[config.mk]
export PLATFORM = sky130hd
export DESIGN_NAME = uart_tx_arbiter
export DESIGN_NICKNAME = d
export VERILOG_FILES = /design/src/rtl/uart_pkg.sv /design/src/rtl/uart_rr_picker.sv /design/src/rtl/uart_tx_arbiter.sv
export SDC_FILE = /design/constraint.sdc
export NUM_CORES = 1
export LEC_CHECK = 0
export CAP_MARGIN = 20
export CORE_MARGIN = 2
export CORE_UTILIZATION = 45
export CTS_BUF_LIST = sky130_fd_sc_hd__clkbuf_4
export DETAILED_ROUTE_END_ITERATION = 8
export PLACE_DENSITY = 0.84
export SYNTH_ARGS = -nofsm -noshare
export SYNTH_HDL_FRONTEND = slang
export SYNTH_SLANG_ARGS = --single-unit
[constraint.sdc]
create_clock -name clk -period 3.25 [get_ports clk]
set_clock_uncertainty 0.05 [all_clocks]
set_input_delay 0.65 -clock clk [delete_from_list [all_inputs] [get_ports clk]]
set_output_delay 0.65 -clock clk [all_outputs]
set_load 0.02 [all_outputs]
[src/rtl/uart_pkg.sv]
// Shared types and constants for the UART transmit arbiter slice.
package uart_pkg;

  typedef enum logic [1:0] {
    IDLE      = 2'd0,
    ISSUE     = 2'd1,
    WAIT_BUSY = 2'd2,
    WAIT_DONE = 2'd3
  } state_t;

  localparam int unsigned TIMEOUT_WIDTH = 16;

endpackage

[src/rtl/uart_rr_picker.sv]
// Rotate-priority encoder: first set request at or after rr_ptr, cyclically.
module uart_rr_picker
  import uart_pkg::*;
#(
  parameter int unsigned NUM_REQ   = 4,
  parameter int unsigned IDX_WIDTH = 2
) (
  input  logic [NUM_REQ-1:0]   req,
  input  logic [IDX_WIDTH-1:0] rr_ptr,
  output logic                 any,
  output logic [IDX_WIDTH-1:0] winner
);

  int unsigned          pos;
  logic [IDX_WIDTH-1:0] idx;

  // Scan NUM_REQ positions starting at rr_ptr; the first hit wins.
  always_comb begin
    any    = 1'b0;
    winner = '0;
    pos    = 0;
    idx    = '0;
    for (int unsigned i = 0; i < NUM_REQ; i++) begin
      pos = 32'(rr_ptr) + i;
      if (pos >= NUM_REQ) begin
        pos = pos - NUM_REQ;
      end
      idx = IDX_WIDTH'(pos);
      if (!any && req[idx]) begin
        any    = 1'b1;
        winner = idx;
      end
    end
  end

endmodule

[src/rtl/uart_tx_arbiter.sv]
// Shares one UART transmitter among NUM_REQ byte sources, round-robin per message.
module uart_tx_arbiter
  import uart_pkg::*;
#(
  parameter int unsigned NUM_REQ      = 4,
  parameter int unsigned IDX_WIDTH    = 2,
  parameter int unsigned LOCK_TIMEOUT = 0
) (
  input  logic                   clk,
  input  logic                   rst_n,
  input  logic [NUM_REQ-1:0]     req_valid,
  input  logic [8*NUM_REQ-1:0]   req_data,
  input  logic [NUM_REQ-1:0]     req_last,
  output logic [NUM_REQ-1:0]     req_ready,
  output logic [7:0]             tx_data,
  output logic                   tx_transmit,
  input  logic                   tx_ready,
  output logic                   grant_valid,
  output logic [IDX_WIDTH-1:0]   grant_idx,
  output logic                   lock_broken
);

  state_t                   state_q, state_d;
  logic [IDX_WIDTH-1:0]     rr_ptr;
  logic [IDX_WIDTH-1:0]     pick_idx;
  logic [IDX_WIDTH-1:0]     issue_idx;
  logic [IDX_WIDTH-1:0]     next_ptr;
  logic                     pick_any;
  logic                     locked;
  logic                     start_issue;
  logic                     lock_idle;
  logic                     lock_fire;
  logic [TIMEOUT_WIDTH-1:0] lock_cnt;
  logic [NUM_REQ-1:0]       issue_onehot;

  uart_rr_picker #(
    .NUM_REQ   (NUM_REQ),
    .IDX_WIDTH (IDX_WIDTH)
  ) u_picker (
    .req    (req_valid),
    .rr_ptr (rr_ptr),
    .any    (pick_any),
    .winner (pick_idx)
  );

  assign issue_idx    = locked ? grant_idx : pick_idx;
  assign issue_onehot = NUM_REQ'(1) << issue_idx;
  assign next_ptr     = (grant_idx == IDX_WIDTH'(NUM_REQ - 1)) ? '0 : grant_idx + IDX_WIDTH'(1);

  // Idle while the owner of a lock has nothing to send; fires on the LOCK_TIMEOUT-th such cycle.
  assign lock_idle = (state_q == IDLE) && locked && !req_valid[grant_idx];
  assign lock_fire = (LOCK_TIMEOUT != 0) && lock_idle &&
                     (lock_cnt == TIMEOUT_WIDTH'(LOCK_TIMEOUT - 1));

  // State register.
  always_ff @(posedge clk or negedge rst_n) begin
    if (!rst_n) begin
      state_q <= IDLE;
    end else begin
      state_q <= state_d;
    end
  end

  // Next-state decode; a locked owner is the only candidate in IDLE.
  always_comb begin
    state_d     = state_q;
    start_issue = 1'b0;
    case (state_q)
      IDLE: begin
        if (tx_ready && (locked ? req_valid[grant_idx] : pick_any)) begin
          state_d     = ISSUE;
          start_issue = 1'b1;
        end
      end
      ISSUE:     state_d = WAIT_BUSY;
      WAIT_BUSY: if (!tx_ready) state_d = WAIT_DONE;
      WAIT_DONE: if (tx_ready)  state_d = IDLE;
      default:   state_d = IDLE;
    endcase
  end

  // Grant, lock, round-robin pointer and the registered transmit/handshake pulses.
  always_ff @(posedge clk or negedge rst_n) begin
    if (!rst_n) begin
      rr_ptr      <= '0;
      locked      <= 1'b0;
      grant_valid <= 1'b0;
      grant_idx   <= '0;
      tx_transmit <= 1'b0;
      tx_data     <= '0;
      req_ready   <= '0;
      lock_broken <= 1'b0;
    end else begin
      tx_transmit <= 1'b0;
      req_ready   <= '0;
      lock_broken <= 1'b0;
      if (start_issue) begin
        tx_transmit <= 1'b1;
        tx_data     <= req_data[{issue_idx, 3'b000} +: 8];
        req_ready   <= issue_onehot;
        grant_idx   <= issue_idx;
        grant_valid <= 1'b1;
      end
      if (state_q == ISSUE) begin
        locked <= ~req_last[grant_idx];
      end
      if ((state_q == WAIT_DONE) && tx_ready && !locked) begin
        rr_ptr      <= next_ptr;
        grant_valid <= 1'b0;
      end
      if (lock_fire) begin
        locked      <= 1'b0;
        grant_valid <= 1'b0;
        rr_ptr      <= next_ptr;
        lock_broken <= 1'b1;
      end
    end
  end

  // Lock timeout counter: counts starved IDLE cycles, cleared outside IDLE.
  always_ff @(posedge clk or negedge rst_n) begin
    if (!rst_n) begin
      lock_cnt <= '0;
    end else if ((state_q != IDLE) || lock_fire) begin
      lock_cnt <= '0;
    end else if (lock_idle && (LOCK_TIMEOUT != 0)) begin
      lock_cnt <= lock_cnt + TIMEOUT_WIDTH'(1);
    end
  end

endmodule

==> out/metrics.csv, run 1 <==
stage,metric,value,unit
finish,"Area growth, synth to finish",42.1,%
finish,register area,526,µm²
floorplan,core area,0.00305,mm²
sta,worst hold margin,471,ps
logic_synthesis,Post-Syn Area,0.00145,mm²
sta,setup violators final,0,
sta,Achievable Freq,397,MHz
sta,total negative slack,0,ps
logic_synthesis,dominant synthesized flop cell,dfrtp_1,
sta,min cycle time layout,2520,ps
setup_path,kind of critical path,in2reg,
finish,"commonest non-fill, non-tap cell in the layout",clkdlybuf4s50_1,
sta,max-slew violation count,0,
outcome,status,finished clean,
logic_synthesis,Syn Nets,182,
setup_path,critical path peak fanout,25,
cts,worst-skew pair later-pin latency,310,ps
setup_path,worst path required time,3390,ps
run,max_cap viols,0,
logic_synthesis,Mapped Avg Cell Area,10.8,µm²
cts,clock root buffer,clkbuf_4,
drt,number of remaining DRC errors,0,
logic_synthesis,"EDFF count, synth",0,
floorplan,initial core utilization,47.5,%
power_and_ir_drop,Logic pwr share,64.3,%
logic_synthesis,synthesis-stage register bit count,21,
cts,CTS Buffer Depth,2,
drt,vias per inst,5.37,
setup_path,crit path launch type,input port,
logic_synthesis,post-synth cell types,40,
floorplan,Die W,60.7,µm
cts,"CTS clk-pin slew, worst paths",120,ps
logic_synthesis,ys async rst share,100,%
global_route,vias in the first global route,1302,
cts,TritonCTS Buffers,3,
logic_synthesis,Syn Inst Count,134,
cts,CTS Sinks,21,
drt,Final ANT Viol Nets,0,
placed_design,DP Wirelength,2.97,mm
floorplan,Rows,20,
finish,Final Cell Area,0.00206,mm²
sta,Max-slew headroom,39.6,%
drt,drt total wl,3.65,mm
power_and_ir_drop,Max IR drop VDD,0.384,mV
sta,Slew @ Worst Pin,903,ps
placed_design,gpl congestion,0.848,
logic_synthesis,sequential area share after synthesis,36.3,%
cts,H-tree depth,1,
global_route,total track usage,20.9,%
sta,RSZ-0062 raised after global routing,false,
drt,Vias,1262,
finish,number of diodes,0,
drt,drt pass-1 iters,4,
global_route,antenna violations before repair,0,
power_and_ir_drop,Clk pwr share,7.6,%
cts,CTS tree,done,
power_and_ir_drop,sequential share of power,28.1,%
power_and_ir_drop,Pleak,0.823,nW
global_route,largest net degree at the start of global routing,26,
finish,Util after Layout,67.5,%
finish,multi-input logic area,830,µm²
min_path,Hold/Removal Path Class,reg2reg,
setup_path,critical path arrival,2660,ps
power_and_ir_drop,Pwr Density,826,mW/mm²
cts,post-CTS sizing,0,
floorplan,Die Y,60.7,µm
finish,nets@finish,240,
finish,most frequent cells in the layout,"58 x clkdlybuf4s50_1, 21 x dfrtp_1, 20 x nor2_1",
finish,share of layout cells above drive strength 1,14.7,%
sta,Final period util,77.6,%
finish,Fillers,252,
drt,Avg WL per Cell,15.5,µm
power_and_ir_drop,Sw Ratio,45.9,%
logic_synthesis,Ys Warns,0,
drt,1st-iter DRT viols,35,
floorplan,IO Count,60,
global_route,first-pass GRT wire length,5.66,mm
setup_path,critical path capture point type,register,
placed_design,IO buf count,58,
placed_design,Placement Cell Area,0.00203,mm²
power_and_ir_drop,total net switching power,0.000780,W
cts,CTS Hold Bufs,0,
global_route,GR Overflow Total,0,
sta,Final Hold Violating Endpoints,0,
floorplan,die area,0.00369,mm²
power_and_ir_drop,internal cell power,0.000920,W
cts,Post CTS Setup Buffer Count,0,
## Yosys cell counts, drive strengths merged, types with 3 or more instances
master | number | area [µm²]
a211oi | 8 | 100
nor2 | 21 | 86.3
inv | 5 | 21.3
ha | 5 | 62.6
a2111oi | 8 | 120
mux2i | 7 | 70.1
nor2b | 5 | 31.3
a21oi | 7 | 50.1
nand2 | 9 | 33.8
nand2b | 3 | 18.8
buf | 6 | 72.6
dfrtp | 21 | 526
and2b | 5 | 37.5
## power by group through the flow
stage	clock (W)	combinational [W]	sequential, W
6_report	0.000129	0.00109	0.000478
5_1_grt	0.000142	0.00118	0.000497
4_1_cts	0.000128	0.00110	0.000478
3_5_place_dp	0	0.00110	0.000485
3_3_place_gp	0	0.00104	0.000478
2_1_floorplan	0	0.000702	0.000548
## critical path, stage by stage
cell and delay [ps]:
clkdlybuf4s50_1 460, nand2b_1 190, a21o_1 190, a41oi_2 270, buf_12 220, and2b_1 210, a2111oi_2 380, a211oi_2 80
## state kept, by name, summed over array words and instances (netlist names)
name	flops
tx_data	8
grant_valid	1
tx_transmit	1
req_ready	4
locked	1
state_q	2
grant_idx	2
rr_ptr	2
## layer usage
layer / GRT usage, % / up-vias / routed length [µm]
met5: 0 / - / 0
met4: 7.45 / 0 / 51
met3: 0.640 / 5 / 123
met2: 43.9 / 38 / 2120
met1: 21.2 / 618 / 1360
li1: - / 601 / -
## area by class of cell
type                       instances  share of cell area (%)
clock buffer                       3                    1.09
clock inverter                     1                   0.243
inverter                           5                    1.03
multi-input combinational        102                    40.3
sequential                        21                    25.5
tap                               44                    2.67
timing repair buffer              59                    29.2
## worst paths after layout
kind | from | to | slack [ps] | cells past startpoint
min in group asynchronous | rst_n | grant_idx[0] | 780 | 1
max in group asynchronous | rst_n | tx_data[5] | 1810 | 1
hold / removal | grant_valid | grant_valid | 470 | 1
setup / recovery | req_valid[3] | tx_data[1] | 730 | 8
setup reg to reg | rr_ptr[1] | tx_data[1] | 1110 | 7
hold reg to reg | grant_valid | grant_valid | 470 | 1
## cell families after synthesis
kind of cell             Yosys count  share of synthesized area, %
AND/OR/NAND/NOR                   49                          17.1
other                              1                         0.259
flip-flops                        21                          36.3
multiplexers                      11                          9.76
buffers and inverters             11                          6.48
adder cells (fa/ha/maj)            5                          4.32
AO/OA/AOI/OAI                     36                          25.8
## stage by stage
stage / setup slack [ps] / cells / total power, W
detailed placement: 390 / 231 / 0.00158
global placement: 531 / 231 / 0.00152
CTS: 717 / 235 / 0.00171
global route: 641 / 235 / 0.00182
finish: 728 / 235 / 0.00170
floorplan: 1150 / 134 / 0.00125
No activity file was read; power rests on OpenSTA's default activity.
==> run 2, diff against run 1 <==
--- a/config.mk
+++ b/config.mk
@@ -7,10 +7,10 @@
 export LEC_CHECK = 0
 export CAP_MARGIN = 20
 export CORE_MARGIN = 2
-export CORE_UTILIZATION = 45
+export CORE_UTILIZATION = 44
 export CTS_BUF_LIST = sky130_fd_sc_hd__clkbuf_4
 export DETAILED_ROUTE_END_ITERATION = 8
-export PLACE_DENSITY = 0.84
+export PLACE_DENSITY = 0.82
 export SYNTH_ARGS = -nofsm -noshare
 export SYNTH_HDL_FRONTEND = slang
 export SYNTH_SLANG_ARGS = --single-unit
==> constraint.sdc (replaced) <==
create_clock -name clk -period 2.44 [get_ports clk]
set_clock_uncertainty 0.05 [all_clocks]
set_input_delay 0.488 -clock clk [delete_from_list [all_inputs] [get_ports clk]]
set_output_delay 0.488 -clock clk [all_outputs]
set_load 0.02 [all_outputs]
==> out/metrics.csv, run 2 (same netlist as run 1, synthesis figures left out) <==
stage,metric,value,unit,change
floorplan,Die Y,61.4,µm,+1.1%
drt,1st-iter DRT viols,57,,+63%
cts,worst-skew pair later-pin latency,320,ps,about the same
drt,Avg WL per Cell,14.6,µm,-6.1%
floorplan,initial core utilization,46.7,%,-0.77 points
finish,largest reg by FF count,tx_data,,
min_path,Hold/Removal Path Class,in2async,,
finish,Final Cell Area,0.00216,mm²,+4.9%
sta,Final period util,91.7,%,
drt,vias per inst,5.22,,-2.7%
placed_design,DP Wirelength,2.88,mm,-3.1%
setup_path,worst path required time,2590,ps,-800 ps
cts,post-CTS sizing,0,,unchanged
cts,H-tree depth,1,,unchanged
setup_path,critical path arrival,2390,ps,-270 ps
drt,number of remaining DRC errors,0,,unchanged
run,max_cap viols,0,,unchanged
global_route,first-pass GRT wire length,5.68,mm,+0.25%
cts,clock root buffer,clkbuf_4,,
global_route,antenna violations before repair,0,,unchanged
sta,Slew @ Worst Pin,606,ps,-297 ps
finish,most frequent cells in the layout,"58 x clkdlybuf4s50_1, 21 x dfrtp_1, 20 x nor2_1",,
finish,number of diodes,0,,unchanged
floorplan,IO Count,60,,unchanged
cts,CTS tree,done,,
sta,Max-slew headroom,59.6,%,+20 points
sta,Final Hold Violating Endpoints,0,,unchanged
setup_path,critical path capture point type,register,,
cts,TritonCTS Buffers,3,,unchanged
finish,final non-filler cell total,245,,+4.3%
placed_design,Post-Place Cells,241,,+4.3%
global_route,largest net degree at the start of global routing,22,,-15%
drt,metal1 wirelength,1.52,mm,+12%
cts,CTS Sinks,21,,unchanged
floorplan,core area,0.00310,mm²,+1.6%
finish,max FFs per register,8,,unchanged
finish,biggest regs,"tx_data (8), req_ready (4)",,
drt,Vias,1280,,+1.4%
power_and_ir_drop,Pleak,0.883,nW,+7.3%
placed_design,Placement Cell Area,0.00213,mm²,+4.9%
sta,Achievable Freq,447,MHz,
setup_path,"slowest stage delay, CP",450,ps,about the same
drt,drt pass-1 iters,4,,unchanged
finish,share of layout cells above drive strength 1,18.9,%,+4.2 points
drt,metal3 WL,115,µm,-6.5%
finish,"commonest non-fill, non-tap cell in the layout",clkdlybuf4s50_1,,
power_and_ir_drop,Max IR drop VDD,0.495,mV,+29%
setup_path,slowest cell on the critical path,clkdlybuf4s50_1,,
drt,drt total wl,3.58,mm,-2.1%
floorplan,die area,0.00377,mm²,+2.1%
drt,Final ANT Viol Nets,0,,unchanged
drt,Top Metal Used,met4,,
sta,RSZ-0062 raised after global routing,false,,
cts,Post CTS Setup Buffer Count,0,,unchanged
floorplan,Die W,61.4,µm,+1.1%
global_route,total track usage,20.5,%,-0.35 points
drt,Met2 Wirelength,1.89,mm,-11%
sta,worst hold margin,448,ps,-22.6 ps
finish,nets@finish,250,,+4.2%
cts,CTS Buffer Depth,2,,unchanged
placed_design,IO buf count,58,,unchanged
power_and_ir_drop,Pwr Density,1110,mW/mm²,+35%
finish,Util after Layout,69.6,%,+2.1 points
setup_path,crit path cell chain,clkdlybuf4s50_1 -> nand2b_1 -> a21o_1 -> a41oi_2 -> buf_12 -> and2b_1 -> a2111oi_2 -> a211oi_2,,
finish,"Area growth, synth to finish",49.0,%,
outcome,status,finished clean,,
global_route,vias in the first global route,1367,,+5.0%
setup_path,kind of critical path,in2reg,,
sta,setup violators final,0,,unchanged
sta,max-slew violation count,0,,unchanged
global_route,GR Overflow Total,0,,unchanged
setup_path,crit path launch type,input port,,
cts,CTS Hold Bufs,0,,unchanged
sta,min cycle time layout,2240,ps,
setup_path,critical path peak fanout,14,,-44%
cts,"CTS clk-pin slew, worst paths",130,ps,about the same
floorplan,Rows,20,,unchanged
placed_design,gpl congestion,0.876,,+3.2%
==> run 2: cell types whose count changed in the layout (fill, tap and decap cells not counted) <==
cell / previous run / this run
buf_12: 1 / 3
buf_4: 0 / 8
==> run 2: per-layer routing <==
metal	vias to the layer above	track usage, %
met5	-	0
met4	0	9.42
met3	4	1.68
met2	40	38.4
met1	616	23.5
li1	620	-
==> run 2: per-stage QoR <==
stage                     setup slack (ps)  setup TNS (ps)  total power (W)
after floorplan                        393               0          0.00166
after global placement               -55.8            -392          0.00217
after detailed placement              -142            -788          0.00224
after CTS                              210               0          0.00243
after global routing                   120               0          0.00257
final                                  203               0          0.00240
==> run 2: layout make-up <==
class | instances | area, µm²
timing repair buffer | 69 | 701
sequential | 21 | 526
multi-input combinational | 102 | 830
clock buffer | 3 | 22.5
tap | 44 | 55.1
clock inverter | 1 | 5.00
fill | 255 | 943
inverter | 5 | 21.3
==> run 2: worst max-delay path, delay by kind of cell <==
kind	cells	cell delay [ps]
AND/OR/NAND/NOR	2	380
buffers and inverters	2	620
AO/OA/AOI/OAI	4	910
==> run 2: worst paths after layout <==
kind	startpoint	to	slack (ps)	cells after the start
worst max-delay path	req_valid[3]	tx_data[2]	200	8
worst min-delay path	rst_n	tx_data[0]	450	2
worst max register to register	grant_idx[0]	tx_data[2]	360	6
worst min register to register	grant_valid	grant_valid	480	1
max in group asynchronous	rst_n	grant_valid	1680	2
min in group clk	grant_valid	grant_valid	480	1
==> run 2: where the power goes <==
group,switching (W),internal [W],leakage [nW],total (W)
Sequential,0.000147,0.000494,0.251,0.000640
Combinational,0.000800,0.000786,0.614,0.00159
Clock,0.000117,0.0000614,0.0177,0.000178
